<file path="src/rtl/vga_pkg.sv">
// Shared timing defaults, counter width, total-period helpers and FSM encoding
// for the VGA scan controller.
package vga_pkg;

  localparam int unsigned HActiveDef = 640;
  localparam int unsigned HFpDef     = 16;
  localparam int unsigned HSyncDef   = 96;
  localparam int unsigned HBpDef     = 48;
  localparam int unsigned VActiveDef = 480;
  localparam int unsigned VFpDef     = 10;
  localparam int unsigned VSyncDef   = 2;
  localparam int unsigned VBpDef     = 33;

  localparam int unsigned CntW = 12;

  typedef enum logic {
    StIdle = 1'b0,
    StRun  = 1'b1
  } vc_state_e;

  function automatic int unsigned h_total(input int unsigned active, input int unsigned fp,
                                          input int unsigned sync, input int unsigned bp);
    return active + fp + sync + bp;
  endfunction

  function automatic int unsigned v_total(input int unsigned active, input int unsigned fp,
                                          input int unsigned sync, input int unsigned bp);
    return active + fp + sync + bp;
  endfunction

endpackage

</file>
<file path="src/rtl/vga_sync_counter.sv">
// Horizontal/vertical scan counters; held at zero while not running, wrap at
// the end of each line and frame.
module vga_sync_counter
  import vga_pkg::*;
#(
  parameter int unsigned HTotal = 800,
  parameter int unsigned VTotal = 525
) (
  input  logic            clk_v,
  input  logic            resetn,
  input  logic            run_i,
  output logic [CntW-1:0] h_cnt_o,
  output logic [CntW-1:0] v_cnt_o,
  output logic            eof_o
);

  localparam logic [CntW-1:0] HMax   = CntW'(HTotal - 1);
  localparam logic [CntW-1:0] VMax   = CntW'(VTotal - 1);
  localparam logic [CntW-1:0] CntOne = CntW'(1);

  logic [CntW-1:0] h_cnt_q, h_cnt_d;
  logic [CntW-1:0] v_cnt_q, v_cnt_d;
  logic            h_last, v_last;

  assign h_last = (h_cnt_q == HMax);
  assign v_last = (v_cnt_q == VMax);

  always_comb begin
    h_cnt_d = h_cnt_q;
    v_cnt_d = v_cnt_q;
    if (!run_i) begin
      h_cnt_d = '0;
      v_cnt_d = '0;
    end else if (h_last) begin
      h_cnt_d = '0;
      v_cnt_d = v_last ? '0 : v_cnt_q + CntOne;
    end else begin
      h_cnt_d = h_cnt_q + CntOne;
    end
  end

  always_ff @(posedge clk_v) begin
    if (!resetn) begin
      h_cnt_q <= '0;
      v_cnt_q <= '0;
    end else begin
      h_cnt_q <= h_cnt_d;
      v_cnt_q <= v_cnt_d;
    end
  end

  assign h_cnt_o = h_cnt_q;
  assign v_cnt_o = v_cnt_q;
  assign eof_o   = h_last & v_last;

endmodule

</file>
<file path="src/rtl/vga_scan_ctrl.sv">
// VGA scan sequencer: run/idle FSM, pixel request gating with per-frame
// underflow blanking, and a two-stage registered path to the RGB/sync pins.
module vga_scan_ctrl
  import vga_pkg::*;
#(
  parameter int unsigned H_ACTIVE = HActiveDef,
  parameter int unsigned H_FP     = HFpDef,
  parameter int unsigned H_SYNC   = HSyncDef,
  parameter int unsigned H_BP     = HBpDef,
  parameter int unsigned V_ACTIVE = VActiveDef,
  parameter int unsigned V_FP     = VFpDef,
  parameter int unsigned V_SYNC   = VSyncDef,
  parameter int unsigned V_BP     = VBpDef,
  parameter bit          SYNC_POL = 1'b0
) (
  input  logic        clk_v,
  input  logic        resetn,
  input  logic        en_i,
  input  logic        buf_ready_i,
  input  logic [11:0] pix_data_i,
  input  logic        underflow_clr_i,
  output logic        data_req_o,
  output logic        frame_start_o,
  output logic        hsync_o,
  output logic        vsync_o,
  output logic [11:0] rgb_o,
  output logic        underflow_o
);

  localparam int unsigned HTotal = h_total(H_ACTIVE, H_FP, H_SYNC, H_BP);
  localparam int unsigned VTotal = v_total(V_ACTIVE, V_FP, V_SYNC, V_BP);

  localparam logic [CntW-1:0] HAct   = CntW'(H_ACTIVE);
  localparam logic [CntW-1:0] HSyncS = CntW'(H_ACTIVE + H_FP);
  localparam logic [CntW-1:0] HSyncE = CntW'(H_ACTIVE + H_FP + H_SYNC);
  localparam logic [CntW-1:0] VAct   = CntW'(V_ACTIVE);
  localparam logic [CntW-1:0] VSyncS = CntW'(V_ACTIVE + V_FP);
  localparam logic [CntW-1:0] VSyncE = CntW'(V_ACTIVE + V_FP + V_SYNC);

  vc_state_e       state_q, state_d;
  logic            run;
  logic [CntW-1:0] h_cnt, v_cnt;
  logic            eof;

  logic frame_top, active, blank_cur, hs, vs;
  logic blank_q, blank_d;
  logic underflow_q, underflow_d;
  logic frame_start_q, frame_start_d;
  logic de_q, hs_q, vs_q;
  logic [11:0] rgb_q;
  logic hsync_q, vsync_q;

  assign run = (state_q == StRun);

  vga_sync_counter #(
    .HTotal (HTotal),
    .VTotal (VTotal)
  ) u_cnt (
    .clk_v   (clk_v),
    .resetn  (resetn),
    .run_i   (run),
    .h_cnt_o (h_cnt),
    .v_cnt_o (v_cnt),
    .eof_o   (eof)
  );

  assign frame_top = run && (h_cnt == '0) && (v_cnt == '0);
  assign active    = (h_cnt < HAct) && (v_cnt < VAct);
  // The frame-start decision must gate the very first request of the frame.
  assign blank_cur = frame_top ? ~buf_ready_i : blank_q;

  always_comb begin
    state_d       = state_q;
    blank_d       = blank_cur;
    frame_start_d = frame_top;
    underflow_d   = underflow_q;
    data_req_o    = 1'b0;
    hs            = 1'b0;
    vs            = 1'b0;

    unique case (state_q)
      StIdle: begin
        if (en_i) state_d = StRun;
      end
      StRun: begin
        if (eof && !en_i) state_d = StIdle;
        data_req_o = active && !blank_cur;
        hs         = (h_cnt >= HSyncS) && (h_cnt < HSyncE);
        vs         = (v_cnt >= VSyncS) && (v_cnt < VSyncE);
      end
      default: state_d = StIdle;
    endcase

    // A new underflow wins over a clear arriving on the same cycle.
    if (frame_top && !buf_ready_i) begin
      underflow_d = 1'b1;
    end else if (underflow_clr_i) begin
      underflow_d = 1'b0;
    end
  end

  always_ff @(posedge clk_v) begin
    if (!resetn) begin
      state_q       <= StIdle;
      blank_q       <= 1'b0;
      underflow_q   <= 1'b0;
      frame_start_q <= 1'b0;
      de_q          <= 1'b0;
      hs_q          <= 1'b0;
      vs_q          <= 1'b0;
      rgb_q         <= '0;
      hsync_q       <= ~SYNC_POL;
      vsync_q       <= ~SYNC_POL;
    end else begin
      state_q       <= state_d;
      blank_q       <= blank_d;
      underflow_q   <= underflow_d;
      frame_start_q <= frame_start_d;
      de_q          <= data_req_o;
      hs_q          <= hs;
      vs_q          <= vs;
      // Buffer data arrives one cycle after the request, in step with de_q.
      rgb_q         <= de_q ? pix_data_i : 12'h000;
      hsync_q       <= hs_q ? SYNC_POL : ~SYNC_POL;
      vsync_q       <= vs_q ? SYNC_POL : ~SYNC_POL;
    end
  end

  assign frame_start_o = frame_start_q;
  assign underflow_o   = underflow_q;
  assign rgb_o         = rgb_q;
  assign hsync_o       = hsync_q;
  assign vsync_o       = vsync_q;

endmodule
</file>
<file path="config.mk">
export PLATFORM = sky130hd
export DESIGN_NAME = vga_scan_ctrl
export DESIGN_NICKNAME = d
export VERILOG_FILES = /design/src/rtl/vga_pkg.sv /design/src/rtl/vga_sync_counter.sv /design/src/rtl/vga_scan_ctrl.sv
export SDC_FILE = /design/constraint.sdc
export NUM_CORES = 1
export LEC_CHECK = 0
export ABC_AREA = 0
export BUFFER_PORTS_ARGS = -buffer_cell sky130_fd_sc_hd__buf_4
export CORE_MARGIN = 1
export CORE_UTILIZATION = 59
export DETAILED_ROUTE_END_ITERATION = 7
export MAX_ROUTING_LAYER = met4
export PLACE_DENSITY = 0.91
export SLEW_MARGIN = 20
export SYNTH_ARGS = -nofsm -noshare
export SYNTH_HDL_FRONTEND = slang
export SYNTH_SLANG_ARGS = --single-unit
</file>
<file path="constraint.sdc">
create_clock -name clk_v -period 5.4 [get_ports clk_v]
set_clock_uncertainty 0.2 [all_clocks]
set_input_delay 0.54 -clock clk_v [delete_from_list [all_inputs] [get_ports clk_v]]
set_output_delay 0.54 -clock clk_v [all_outputs]
set_load 0.1 [all_outputs]
</file>
* After elaboration in Yosys (flattened, before gate mapping)
Index checks and enable logic that the tools add are counted.
** Cells by class
- Reduce and logical (&&, ||, !) cells :: 17
- Equal/unequal tests :: 2
- Bitwise operators :: 4
- $add $sub $neg :: 2
- Multiplexer cells :: 10
- $lt $le $gt $ge :: 6
** Operator list (number)
- 12-bit by 1-bit adder with 12-bit output, second input constant :: 2
- 12-bit by 10-bit == test with 1-bit output, second input constant :: 2
- 12-bit zero test :: 2
- 12-bit by 10-bit < comparator with 1-bit output, second input constant :: 2
- 12-bit by 9-bit < comparator with 1-bit output, second input constant :: 2
- 12-bit by 10-bit >= comparator with 1-bit output, second input constant :: 1
- 12-bit by 9-bit >= comparator with 1-bit output, second input constant :: 1
- 12-bit 2-to-1 mux :: 1
- 1-bit logical AND :: 8
- 1-bit 2-to-1 mux :: 8
- 2-bit AND reduction :: 2
- 1-bit zero test :: 3
- 1-bit inverter :: 3
- 3-bit OR reduction :: 1
- 1-bit case mux with 2 select lines :: 1
- 2-bit nonzero test :: 1
- 1-bit bitwise AND :: 1
** Storage, ports and cells
- Register bits after elaboration :: 45
- Word-level logic and storage cells :: 53

* Longest topological paths before layout
- Word-level depth :: 7
- Gate-level depth with buffers :: 7
- Mapped depth without buffers :: 6

* Cells and area by module
A second synthesis with hierarchy kept.
** Second synthesis, totals
- Cells, all modules :: 206
- Area total of the unflattened synthesis :: 1876.8 um^2
** Modules (own cells, without submodules)
- vga_sync_counter :: area an instance 1139.8 um^2, cells each 136, sequential area each 480.5 um^2, times used 1
- vga_scan_ctrl :: area an instance 737.0 um^2, cells each 70, sequential area each 420.4 um^2, times used 1

* Worst setup path after synthesis
No wires, ideal clock.
- Kind :: register to output
- Start point :: register u_cnt.h_cnt_q[0] (netlist: u_cnt.h_cnt_o[0])
- End point :: output port data_req_o
- Cell stages (with the launch flop) :: 7
- Path buffers :: 0
- Path slack :: 1.503 ns
- Required time :: 4.660 ns
- Arrival :: 3.157 ns
- Path through :: dfxtp_1 > inv_1 > ha_1 > nor4b_1 > nand3_1 > o21a_1 > nor3_1
** On the way
- Cells in the longest elaborated chain, start to end :: 7
- Elaborated cells between the ends (all ways) :: 9
- Classes of those cells :: order compare (1); mux (2); reduce/logical (6)
** Ends and longest elaborated chain
- start, declared :: line vga_sync_counter.sv:21 : logic [CntW-1:0] h_cnt_q, h_cnt_d;
- start signal, assigned :: line vga_sync_counter.sv:47 : h_cnt_q <= h_cnt_d;
- parallel branches: the longest is 5 deep, another holds 12-bit by 10-bit < comparator with 1-bit output
- 1-bit logical AND * :: line vga_scan_ctrl.sv:87 : data_req_o = active && !blank_cur;
- 1-bit 2-to-1 mux * :: line vga_scan_ctrl.sv:81 : unique case (state_q)
- end, declared :: line vga_scan_ctrl.sv:22 : output logic data_req_o,
Every way passes the cells marked *.

* Worst setup path in the final report
Same ends and word-level chain as after synthesis.

==> results_dict.tcl <==
set metrics [dict create \
    cts_tree "done" \
    finalSetupTns_ps 0 \
    hold_path_depth 1 \
    firstDrtPassIters 4 \
    fmax_ghz 0.344 \
    p_switching_mw 0.155 \
    fin_crit_sh_pct 53.8 \
    cts_resized 0 \
    reg2reg_to "u_cnt.v_cnt_o[5]" \
    die_w_um 59.6 \
    grt_max_degree 22 \
    hold_end "vsync_o" \
    wire_per_inst_um 13.8 \
    grt_pass1_wl_um 6210 \
    grtUsageMet1_pct 27.6 \
    multi_input_area_um2 955 \
    max_stage_delay_ps 360 \
    synth_seq_cells 45 \
    io_pins 34 \
    ctsHoldBuffers 0 \
    grt-ovfl-total 0 \
    path_cells "inv_1 -> ha_1 -> nor4b_1 -> nand3_1 -> o21a_1 -> nor3_1 -> buf_4" \
    path_clk_slew_ps 120 \
    n_antenna_cell 0 \
    worst_pin_slew_ps 788 \
    viasPerCell 5.63 \
    cp.required_ps 4660 \
    place_hpwl_um 2820 \
    busiest_layer "met2" \
    syn_avg_cell_area_um2 9.53 \
    hp-class "register to register" \
    setup_viol 0 \
    power_leakage_nw 0.909 \
    clk_latency_ps 360 \
    cts_sinks 45 \
    core_area_um2 3100 \
    yosysSeqAreaShare_pct 46.1 \
    grt_pass1_vias 1432 \
    yosys_most_used_dff "dfxtp_1" \
    clkPwrFrac_pct 33.3 \
    dieArea_um2 3550 \
    final_nets 257 \
    rows 20 \
    rr_startpoint "u_cnt.h_cnt_o[0]" \
    rrSetupSlack_ps 2870 \
    crit_slowest_cell "dfxtp_1" \
    period_minus_slack_ps 2900 \
    groute.usage.overall_pct 24.7 \
    run_status "completed" \
    synth_edf_count 0 \
    die_h_um 59.6 \
    hold_violations 0 \
    antenna_found_initial 0 \
    vias 1583 \
    final_max_slew_viol_count 0 \
    ant_nets 0 \
    crit_type "register to output port" \
    io_buffers 33 \
    startpoint_type "register" \
    cap_violations 0 \
    combinationalPowerShare_pct 10.8 \
    r2r_cells 6 \
    min-delay-start "vs_q" \
    rsz0062_at_grt "no" \
    cpLargestDelayFamily "simple AND/OR/NAND/NOR gates" \
    cts_setup_buffers 0 \
    synth_cell_type_count 42 \
    cp_max_fo 5 \
    swShare_pct 25.3 \
    htreeDepth 2 \
    synth_area_um2 1950 \
    final_cell_mix "dfxtp_1 (45), buf_4 (34), and3_1 (15)" \
    grt_use_met2_pct 42.1 \
    end_kind "output port" \
    cts_buffer_depth 2 \
    cts_root_buf "clkbuf_4" \
    ir_worst_vdd_mv 0.252 \
    cts_inserted_buffers 5 \
    p_int_mw 0.456 \
    ys.warnings.count 0 \
    drc 0 \
    layout_commonest_cell "dfxtp_1" \
    drt-total-wl_um 3880 \
    syn-num-nets 226 \
    layout-drive-gt1-share_pct 21.9 \
    finish.utilization_pct 73.1 \
    start_util_pct 63.0 \
    gp_congestion 0.926 \
    relSlewSlack_pct 46.9 \
    synthToLayoutAreaGrowth_pct 16.1 \
    p_seq_share_pct 55.9 \
    use_met3_pct 7.21 \
    async_flop_share_pct 0 \
    powerDensity_nw_per_um2 269 \
    fill_cells 240 \
    syn_inst 205 \
    worstPathArrival_ps 2160 \
    drtIter0Drc 52 \
    seq_area_um2 901 \
    path_buf_inv 2 \
]
==> power groups by stage <==
stage | clock (mW) | combinational [mW] | sequential, mW
after global placement | 0 | 0.0651 | 0.349
after global routing | 0.220 | 0.0689 | 0.343
after detailed placement | 0 | 0.0664 | 0.349
final | 0.203 | 0.0660 | 0.342
after CTS | 0.206 | 0.0665 | 0.342
after floorplan | 0 | 0.0225 | 0.372
==> cells in the mapped netlist (all sizes together) (4+ instances only) <==
master	instances	share of area [%]
a21oi	10	2.9
and2	6	2.0
and3	16	5.2
and4	4	1.9
buf	7	3.3
dfxtp	45	46
ha	4	2.6
inv	6	1.2
nand2	13	2.5
nand3	10	2.6
nand4	8	3.6
nor2	14	2.7
nor3	7	2.4
nor4	4	1.3
o21ai	9	2.3
or3	7	2.3
xor2	8	3.6
==> area by class of cell <==
cell class / count / share of cell area (%)
clock inverter: 2 / 1.71
sequential: 45 / 39.7
clock buffer: 6 / 1.82
inverter: 6 / 0.993
multi-input combinational: 144 / 42.1
timing repair buffer: 34 / 11.3
tap: 44 / 2.43
==> logic make-up (layout without fill, tap and decap cells) <==
group	Yosys count	after routing	share of synthesized area (%)
adders and majority gates	4	4	2.56
xor gates and xnor gates	11	11	4.93
muxes	1	1	0.512
and+or+nand+nor	103	103	33.3
buffers and inverters	16	48	5.06
DFF	45	45	46.1
AOI/OAI and AO/OA	25	25	7.55
==> stage by stage <==
step / setup WS (ps) / hold slack [ps] / instances / power (mW) / instance area, um2
2_1_floorplan: 1500 / 143 / 205 / 0.395 / 1950
3_3_place_gp: 2860 / 144 / 273 / 0.414 / 2190
3_5_place_dp: 2880 / 151 / 273 / 0.415 / 2190
4_1_cts: 2480 / 183 / 281 / 0.614 / 2270
5_1_grt: 2270 / 168 / 281 / 0.632 / 2270
6_report: 2500 / 180 / 281 / 0.611 / 2270
==> worst max-delay path by stage <==
stage                     cells after the start              from                to
after floorplan                               6  u_cnt.h_cnt_o[0]        data_req_o
after global routing                          7  u_cnt.h_cnt_o[0]        data_req_o
final                                         7  u_cnt.h_cnt_o[0]        data_req_o
after CTS                                     7  u_cnt.h_cnt_o[0]        data_req_o
after global placement                        6  u_cnt.h_cnt_o[0]  u_cnt.v_cnt_o[9]
after detailed placement                      6  u_cnt.h_cnt_o[0]  u_cnt.v_cnt_o[5]
==> per-layer routing <==
| layer | share of wire (%) | vias up |
|---|---|---|
| li1 | - | 797 |
| met1 | 42 | 731 |
| met2 | 52 | 46 |
| met3 | 4.8 | 9 |
| met4 | 1.2 | 0 |
| met5 | 0 | - |
Note: power is estimated with default switching activity, not from simulation.
